--- config.mk ---
export PLATFORM = sky130hd
export DESIGN_NAME = mem_stage_hs
export DESIGN_NICKNAME = d
export VERILOG_FILES = /design/src/rtl/mem_stage_hs_pkg.sv /design/src/rtl/mem_stage_hs_load_align.sv /design/src/rtl/mem_stage_hs.sv
export SDC_FILE = /design/constraint.sdc
export NUM_CORES = 1
export LEC_CHECK = 0
export BUFFER_PORTS_ARGS = -buffer_cell sky130_fd_sc_hd__clkbuf_2
export CAP_MARGIN = 20
export CORE_ASPECT_RATIO = 0.9
export CORE_MARGIN = 2
export CORE_UTILIZATION = 55
export CTS_BUF_LIST = sky130_fd_sc_hd__clkbuf_8
export CTS_CLUSTER_SIZE = 12
export DETAILED_ROUTE_END_ITERATION = 12
export GPL_ROUTABILITY_DRIVEN = 0
export PLACE_DENSITY = 0.95
export SLEW_MARGIN = 25
export SYNTH_ARGS = -nofsm -noshare
export SYNTH_HDL_FRONTEND = slang
export SYNTH_SLANG_ARGS = --single-unit
--- constraint.sdc ---
create_clock -name clk -period 3.4 [get_ports clk]
set_clock_uncertainty 0.05 [all_clocks]
set_input_delay 0.51 -clock clk [delete_from_list [all_inputs] [get_ports clk]]
set_output_delay 0.51 -clock clk [all_outputs]
set_load 0.02 [all_outputs]
--- src/rtl/mem_stage_hs_pkg.sv ---
// Shared widths, load-op encodings and bus layouts for the MIPS memory stage.
// The cp0 field carries ex in its top bit and eret just below it.
package mem_stage_hs_pkg;

    localparam int ES_TO_MS_BUS_WD = 98;
    localparam int MS_TO_WS_BUS_WD = 93;
    localparam int DISCARD_CNT_W   = 2;
    localparam int FWD_BUS_WD      = 39;

    localparam logic [2:0] LD_LW  = 3'd0;
    localparam logic [2:0] LD_LB  = 3'd1;
    localparam logic [2:0] LD_LBU = 3'd2;
    localparam logic [2:0] LD_LH  = 3'd3;
    localparam logic [2:0] LD_LHU = 3'd4;

    localparam logic [DISCARD_CNT_W-1:0] DISCARD_MAX = {DISCARD_CNT_W{1'b1}};

    typedef struct packed {
        logic        ex;
        logic        eret;
        logic [16:0] info;
    } cp0_t;

    typedef struct packed {
        cp0_t        cp0;
        logic [3:0]  byte_we;
        logic [2:0]  ld_op;
        logic        has_req;
        logic        is_load;
        logic        gr_we;
        logic [4:0]  dest;
        logic [31:0] alu_result;
        logic [31:0] pc;
    } es_to_ms_t;

    typedef struct packed {
        cp0_t        cp0;
        logic [3:0]  byte_we;
        logic        gr_we;
        logic [4:0]  dest;
        logic [31:0] final_result;
        logic [31:0] pc;
    } ms_to_ws_t;

endpackage

--- src/rtl/mem_stage_hs_load_align.sv ---
// Picks the addressed byte/halfword out of a loaded word and sign- or zero-extends it.
module mem_stage_hs_load_align
    import mem_stage_hs_pkg::*;
(
    input  logic [2:0]  ld_op,
    input  logic [1:0]  addr,
    input  logic [31:0] word,
    output logic [31:0] data
);

    logic [7:0]  byte_sel;
    logic [15:0] half_sel;

    always_comb begin
        case (addr)
            2'd0:    byte_sel = word[7:0];
            2'd1:    byte_sel = word[15:8];
            2'd2:    byte_sel = word[23:16];
            default: byte_sel = word[31:24];
        endcase
        half_sel = addr[1] ? word[31:16] : word[15:0];

        case (ld_op)
            LD_LB:   data = {{24{byte_sel[7]}}, byte_sel};
            LD_LBU:  data = {24'd0, byte_sel};
            LD_LH:   data = {{16{half_sel[15]}}, half_sel};
            LD_LHU:  data = {16'd0, half_sel};
            default: data = word;
        endcase
    end

endmodule

--- src/rtl/mem_stage_hs.sv ---
// MIPS memory stage: holds one instruction, waits for its data response,
// aligns load data and drops responses that belong to flushed requests.
module mem_stage_hs
    import mem_stage_hs_pkg::*;
(
    input  logic                       clk,
    input  logic                       resetn,
    input  logic                       es_to_ms_valid,
    input  logic [ES_TO_MS_BUS_WD-1:0] es_to_ms_bus,
    output logic                       ms_allowin,
    input  logic                       ws_allowin,
    output logic                       ms_to_ws_valid,
    output logic [MS_TO_WS_BUS_WD-1:0] ms_to_ws_bus,
    input  logic                       data_sram_data_ok,
    input  logic [31:0]                data_sram_rdata,
    input  logic                       ws_flush,
    output logic                       ms_ex,
    output logic [FWD_BUS_WD-1:0]      ms_to_ds_fwd_bus
);

    es_to_ms_t                ms_bus;
    ms_to_ws_t                ms_out;
    logic                     ms_valid;
    logic                     ms_ready_go;
    logic                     ms_leave;
    logic                     resp_now;
    logic                     rdata_buf_valid;
    logic [31:0]              rdata_buf;
    logic [31:0]              mem_data;
    logic [31:0]              load_data;
    logic [31:0]              final_result;
    logic [DISCARD_CNT_W-1:0] discard_cnt;
    logic                     disc_inc;
    logic                     disc_dec;

    // A response only belongs to us once every cancelled one has drained.
    assign resp_now    = data_sram_data_ok && (discard_cnt == '0);
    assign ms_ready_go = !ms_bus.has_req || rdata_buf_valid || resp_now;
    assign ms_allowin  = !ms_valid || (ms_ready_go && ws_allowin);
    assign ms_leave    = ms_valid && ms_ready_go && ws_allowin;

    always_ff @(posedge clk or negedge resetn) begin
        if (!resetn) begin
            ms_valid <= 1'b0;
        end else if (ws_flush) begin
            ms_valid <= 1'b0;
        end else if (ms_allowin) begin
            ms_valid <= es_to_ms_valid;
        end
    end

    always_ff @(posedge clk or negedge resetn) begin
        if (!resetn) begin
            ms_bus <= '0;
        end else if (!ws_flush && es_to_ms_valid && ms_allowin) begin
            ms_bus <= es_to_ms_bus;
        end
    end

    always_ff @(posedge clk or negedge resetn) begin
        if (!resetn) begin
            rdata_buf_valid <= 1'b0;
            rdata_buf       <= '0;
        end else if (ws_flush || ms_leave) begin
            rdata_buf_valid <= 1'b0;
        end else if (resp_now && ms_valid) begin
            rdata_buf_valid <= 1'b1;
            rdata_buf       <= data_sram_rdata;
        end
    end

    assign disc_inc = ws_flush && ms_valid && ms_bus.has_req && !rdata_buf_valid && !resp_now;
    assign disc_dec = data_sram_data_ok && (discard_cnt != '0);

    always_ff @(posedge clk or negedge resetn) begin
        if (!resetn) begin
            discard_cnt <= '0;
        end else if (disc_inc && !disc_dec && discard_cnt != DISCARD_MAX) begin
            discard_cnt <= discard_cnt + 1'b1;
        end else if (!disc_inc && disc_dec) begin
            discard_cnt <= discard_cnt - 1'b1;
        end
    end

    assign mem_data = rdata_buf_valid ? rdata_buf : data_sram_rdata;

    mem_stage_hs_load_align u_load_align (
        .ld_op (ms_bus.ld_op),
        .addr  (ms_bus.alu_result[1:0]),
        .word  (mem_data),
        .data  (load_data)
    );

    assign final_result = (ms_bus.is_load && ms_bus.has_req) ? load_data : ms_bus.alu_result;

    always_comb begin
        ms_out              = '0;
        ms_out.cp0          = ms_bus.cp0;
        ms_out.byte_we      = ms_bus.byte_we;
        ms_out.gr_we        = ms_bus.gr_we;
        ms_out.dest         = ms_bus.dest;
        ms_out.final_result = final_result;
        ms_out.pc           = ms_bus.pc;
    end

    assign ms_to_ws_valid = ms_valid && ms_ready_go;
    assign ms_to_ws_bus   = ms_out;
    assign ms_ex          = ms_valid && (ms_bus.cp0.ex || ms_bus.cp0.eret);

    assign ms_to_ds_fwd_bus = {ms_valid && ms_bus.gr_we && (ms_bus.dest != 5'd0),
                               ms_bus.is_load && !ms_ready_go,
                               ms_bus.dest,
                               final_result};

endmodule

==> flow_summary.ini, run 1 <==
[drt]
wl_per_cell_um = 18.6
drt_wl_total_mm = 18.0
firstDrtPassIters = 7
viasPerCell = 5.65
wl_met2_mm = 8.94
dr.max_layer_used = met4
post-route-drc-count = 0
drt-met1-wl_mm = 7.28
dr_total_vias = 5459
dr_wl_met3_mm = 1.36
ant_nets = 0
drtIter0Drc = 543

[yosys]
synth_fp_nets = 760
synthCells = 624
ys_dominant_reg_cell = dfrtp_1
yosysSeqAreaShare = 0.460
avgSynthCellArea_um2 = 11.7
synthesis.area_mm2 = 0.00729
synth.distinct_cells = 54
synthArstFlopShare = 1.00
yosys_warnings = 0
synth_edf_count = 0
synth_seq_cells = 134

[sta]
period_needed_ps = 3250
fin_tns_setup_ps = 0
grt_setup_unrepaired = no
fmax_mhz = 308
hold_ws_ps = 49.4
max-slew-margin-rel = 0.488
max_slew.worst_pin.slew_ps = 760
finalHoldViolations = 0
finalMaxSlewViolations = 0
setup_violations = 0
period_share = 0.956

[floorplan]
die_w_um = 125
io_pins = 271
die-area_mm2 = 0.0142
initial_core_util = 0.568
core_area_mm2 = 0.0128
die_height_um = 113
rows = 39

[clock_network]
cts-htree-levels = 4
ctsHoldBuffers = 0
clock_latency_ps = 440
clockBufferDepth = 2
cts_resized = 0
postCtsSetupRepairBufs = 0
clock_sinks = 134
cts_tree = done
clock-root-buffer = clkbuf_8
numCtsBuffers = 17
clkTransAtPathRegs_ps = 80

[grt]
overflow = 0
antenna_found_initial = 0
grt_pass1_wl_mm = 28.3
grt_max_degree = 99
grtUsageTotal = 0.256
grt_pass1_vias = 5359

[outcome]
status = complete, no violations

[critical_path]
rr_worst_depth = 6
cp-start-kind = flop
critPathCaptureType = output pin
crit_end = ms_to_ws_bus[32]
r2r_end = ms_bus[35]$_DFFE_PN0P_
crit_path_cell_trace = buf_4 -> mux4_2 -> nor3b_1 -> o21ai_0 -> o311ai_0 -> clkbuf_2
rrSetupSlack_ps = 1060
cp.required_ps = 2840
slowest_stage = mux4_2
crit_fanout = 25
critPathBufInv = 2
worstPathArrival_ps = 2690
critPathLaunch = rdata_buf_valid$_DFFE_PN0P_
reg2reg_from = rdata_buf_valid$_DFFE_PN0P_
cpPeakStageDelay_ps = 580
worstSetupPathDepth = 6
cp_top_family = buffers and inverters
critPathKind = reg2out

[finish]
final_nets = 926
final_cells = 966
n_antenna_cell = 0
area_growth_pct = 16.2
drive_above_1_share = 0.566

[job]
maxCapViolCount = 0

[placed_design]
dp_cells = 935
dp_hpwl_mm = 13.4
port_buffers = 270

[power]
leakagePower_uw = 0.00401
peakVddDrop_mv = 0.441
power_density_mw_per_mm2 = 651

[min_path]
hp-class = in2async
==> worst reg2reg max path, stage by stage, from the launching register on <==
cell and delay (ps):
dfrtp_1 490, buf_4 240, nand2b_1 230, o21ai_2 110
a21oi_4 190, buf_12 410, mux2_2 500
==> sequential cells by signal, summed over array words and instances (netlist names) <==
signal            count
discard_cnt           2
ms_bus               37
ms_to_ds_fwd_bus      5
ms_to_ws_bus         56
ms_valid              1
rdata_buf            32
rdata_buf_valid       1
==> stage by stage <==
stage / instance area (µm²) / utilization / setup WS, ps / total power (µW)
6_report: 8470 / 0.660 / 149 / 5510
5_1_grt: 8470 / 0.660 / 21.7 / 5800
4_1_cts: 8460 / 0.660 / 156 / 5530
3_5_place_dp: 8060 / 0.628 / 648 / 4160
3_3_place_gp: 8060 / 0.628 / 721 / 4090
2_1_floorplan: 7290 / - / 540 / 3780
==> cells by family after synthesis <==
kind of cell	synth area share
multiplexers	0.255
buffers and inverters	0.128
flip-flops	0.460
AND/OR/NAND/NOR	0.0658
AO/OA/AOI/OAI	0.0871
XOR/XNOR	0.00361
==> cell type report <==
cell class	instances	area (µm²)
Clock buffer	20	275
Sequential cell	134	3350
Timing Repair Buffer	281	1480
Multi-Input combinational cell	353	3010
Clock inverter	11	134
Inverter	3	11.3
Fill cell	1018	4370
Tap cell	164	205
==> power by group <==
part | internal, µW | switching [µW] | total (µW)
clock | 769 | 604 | 1370
sequential | 1920 | 233 | 2150
combinational | 784 | 1210 | 1990
total | 3470 | 2040 | 5510
==> synthesized netlist by cell type (4+ instances only) <==
cell        n  area, µm²
nor3_1      7       35.0
a211oi_1    4       30.0
buf_4     100        751
mux2i_1    10        100
buf_2      16       80.1
o21ai_0    11       55.1
clkbuf_1   12       45.0
nor2b_1     4       25.0
a31oi_1    20        125
nand2b_1    4       25.0
mux2_1     20        225
nor2_1     31        116
o22a_1      5       43.8
mux2_2    133       1500
nand2_1    28        105
dfrtp_1   134       3350
a21oi_1    10       50.1
o211ai_1   10       75.1
and2_1      4       25.0
a22oi_1     9       67.6
==> worst min path at each step <==
stage                            startpoint                            to  cells past startpoint
2_1_floorplan                        resetn    discard_cnt[0]$_DFFE_PN0P_                      0
3_3_place_gp   ms_to_ws_bus[21]$_DFFE_PN0P_  ms_to_ws_bus[21]$_DFFE_PN0P_                      1
3_5_place_dp   ms_to_ws_bus[22]$_DFFE_PN0P_  ms_to_ws_bus[22]$_DFFE_PN0P_                      1
4_1_cts                              resetn   ms_to_ws_bus[8]$_DFFE_PN0P_                      1
5_1_grt                              resetn   ms_to_ws_bus[8]$_DFFE_PN0P_                      1
6_report                             resetn   ms_to_ws_bus[8]$_DFFE_PN0P_                      1
==> cells in the final DEF (no fill, tap or decap), types with 11 or more instances in the layout <==
| cell type | instances |
|---|---|
| clkbuf_8 | 20 |
| nand2_1 | 28 |
| dfrtp_1 | 134 |
| mux2_2 | 133 |
| nor2_1 | 31 |
| a31oi_1 | 20 |
| clkbuf_2 | 269 |
| mux2_1 | 20 |
| o21ai_0 | 11 |
==> metal layers <==
metal	vias up	GRT usage
met5	-	0
met4	0	0.0926
met3	49	0.0591
met2	290	0.425
met1	2647	0.333
li1	2473	-
(Power assumes the default switching activity.)
==> inputs of run 2 (changes only) <==
--- a/config.mk
+++ b/config.mk
@@ -5,16 +5,17 @@
 export SDC_FILE = /design/constraint.sdc
 export NUM_CORES = 1
 export LEC_CHECK = 0
+export ABC_AREA = 1
 export BUFFER_PORTS_ARGS = -buffer_cell sky130_fd_sc_hd__clkbuf_2
 export CAP_MARGIN = 20
 export CORE_ASPECT_RATIO = 0.9
 export CORE_MARGIN = 2
-export CORE_UTILIZATION = 55
+export CORE_UTILIZATION = 50
 export CTS_BUF_LIST = sky130_fd_sc_hd__clkbuf_8
 export CTS_CLUSTER_SIZE = 12
 export DETAILED_ROUTE_END_ITERATION = 12
 export GPL_ROUTABILITY_DRIVEN = 0
-export PLACE_DENSITY = 0.95
+export PLACE_DENSITY = 0.87
 export SLEW_MARGIN = 25
 export SYNTH_ARGS = -nofsm -noshare
 export SYNTH_HDL_FRONTEND = slang
==> run 2 against run 1 <==
Against the previous run: sequential share of layout area is 2.4 points lower; combinational power is 5% higher; critical path depth is 2 higher; critical path type unchanged; critical endpoint is now ms_to_ws_bus[36]; largest power group unchanged.
==> flow_summary.ini, run 2 <==
[outcome]
status = complete, no violations

[critical_path]
crit_fanout = 20
critPathCaptureType = output pin
cp-start-kind = flop
worstPathArrival_ps = 2560
critPathKind = reg2out
cp.required_ps = 2840

[finish]
largest_reg_flops = 56
mostFrequentLayoutCells = nand2_1, clkbuf_2, inv_1, dfrtp_1, o21ai_0
fillCellCount = 1467
final_cells = 1469
area_growth_pct = 13.3
final_nets = 1390
final_common_cell = nand2_1
drive_above_1_share = 0.282

[job]
maxCapViolCount = 0

[floorplan]
io_pins = 271
rows = 43
die_height_um = 124
core_area_mm2 = 0.0155
initial_core_util = 0.513
die_w_um = 137
die-area_mm2 = 0.0169

[yosys]
synth.distinct_cells = 28
synth_seq_cells = 134
yosys.area.top_type = dfrtp_1
yosys_warnings = 0
ys_dominant_reg_cell = dfrtp_1
avgSynthCellArea_um2 = 7.22
synthCells = 1101
synth_common_cells = nand2_1, inv_1, dfrtp_1
yosys.cell_count.top_type = nand2_1
yosys-top-cells-area = dfrtp_1, nand2_1, buf_4
synthesis.area_mm2 = 0.00795
synth_fp_nets = 1237
synthArstFlopShare = 1.00
synth_top_cell_area_share = 0.422
yosysSeqAreaShare = 0.422
synth_edf_count = 0

[sta]
finalMaxSlewViolations = 0
max_slew.worst_pin.slew_ps = 895
max-slew-margin-rel = 0.402
hold_ws_ps = 202
fin_tns_setup_ps = 0
setup_violations = 0
finalHoldViolations = 0
grt_setup_unrepaired = no
period_share = 0.917
fmax_mhz = 321
period_needed_ps = 3120
worst_slack_ps = 282

[grt]
antenna_found_initial = 1
grt_pass1_vias = 6507
grt_pass1_wl_mm = 32.1
grt_max_degree = 70
grtUsageTotal = 0.251
overflow = 0

[power]
peakVddDrop_mv = 0.381
power_uw = 5650
power_density_mw_per_mm2 = 627
leakagePower_uw = 0.00541

[drt]
firstDrtPassIters = 5
dr_total_vias = 7141
drtIter0Drc = 570
wl_per_cell_um = 14.1
drt_wl_total_mm = 20.7
post-route-drc-count = 0
ant_nets = 0
viasPerCell = 4.86

[placed_design]
port_buffers = 270
place_ws_ps = 644
dp_cells = 1436
dp_hpwl_mm = 15.9

[clock_network]
numCtsBuffers = 17
postCtsSetupRepairBufs = 0
clock-root-buffer = clkbuf_8
clock_latency_ps = 450
clkTransAtPathRegs_ps = 90
clock_sinks = 134
cts-htree-levels = 4
clockBufferDepth = 2
cts_tree = done

[min_path]
hp-class = in2reg
## run 2: timing repair
| item | in CTS | in global routing |
|---|---|---|
| resized for setup | 0 | 2 |
| hold buffers | 1 | 0 |
| endpoints found under the setup margin | 0 | 9 |
| hold endpoints to repair | 29 | 0 |
## run 2: stage by stage
stage | area [µm²] | utilization
3_5_place_dp | 8590 | 0.554
3_3_place_gp | 8590 | 0.554
4_1_cts | 9000 | 0.581
6_report | 9000 | 0.581
2_1_floorplan | 7950 | -
5_1_grt | 9000 | 0.581
## run 2: worst paths after layout
check / start / end / slack [ps] / depth (start not counted)
min: es_to_ms_bus[9] / ms_to_ws_bus[9]$_DFFE_PN0P_ / 200 / 3
max in group asynchronous: resetn / ms_bus[45]$_DFFE_PN0P_ / 1900 / 3
max reg2reg: rdata_buf_valid$_DFFE_PN0P_ / ms_bus[60]$_DFFE_PN0P_ / 740 / 9
max: ms_bus[33]$_DFFE_PN0P_ / ms_to_ws_bus[36] / 280 / 8
min in group asynchronous: resetn / rdata_buf[5]$_DFFE_PN0P_ / 550 / 2
min reg2reg: rdata_buf[31]$_DFFE_PN0P_ / rdata_buf[31]$_DFFE_PN0P_ / 430 / 2
## run 2: area by class of cell
cell class / instances / area [µm²] / share of cell area
Antenna cell: 1 / 2.50 / 0.000278
Clock buffer: 17 / 234 / 0.0260
Clock inverter: 14 / 164 / 0.0182
Inverter: 171 / 642 / 0.0713
Multi-Input combinational cell: 646 / 2870 / 0.318
Sequential cell: 134 / 3350 / 0.372
Tap cell: 202 / 253 / 0.0281
Timing Repair Buffer: 284 / 1490 / 0.166
## run 2: cell families (layout without fill, tap and decap cells)
| family | count (synthesis) | count (layout) | share of synthesized area |
|---|---|---|---|
| buffers and inverters | 321 | 486 | 0.218 |
| AOI/OAI and AO/OA | 164 | 164 | 0.104 |
| other | 0 | 1 | 0 |
| DFF | 134 | 134 | 0.422 |
| and+or+nand+nor | 482 | 482 | 0.256 |
## run 2: report_power, final
group	switching (µW)	total, µW	internal, µW	leakage [µW]
Combinational	1390	2080	689	0.00355
Sequential	241	2190	1950	0.00167
Clock	705	1370	668	0.000193
## run 2: layer usage
layer | share of wire | track usage
met5 | 0 | 0
met4 | 0.021 | 0.0896
met3 | 0.10 | 0.0928
met2 | 0.48 | 0.413
met1 | 0.40 | 0.304
## run 2: critical path, stage by stage (launching register included)
cell and delay, ps:
dfrtp_1 820, inv_2 250, nand2_1 190, inv_1 110
nand2_1 70, nand2_1 50, nor2_1 280, nor2_1 160
clkbuf_2 180
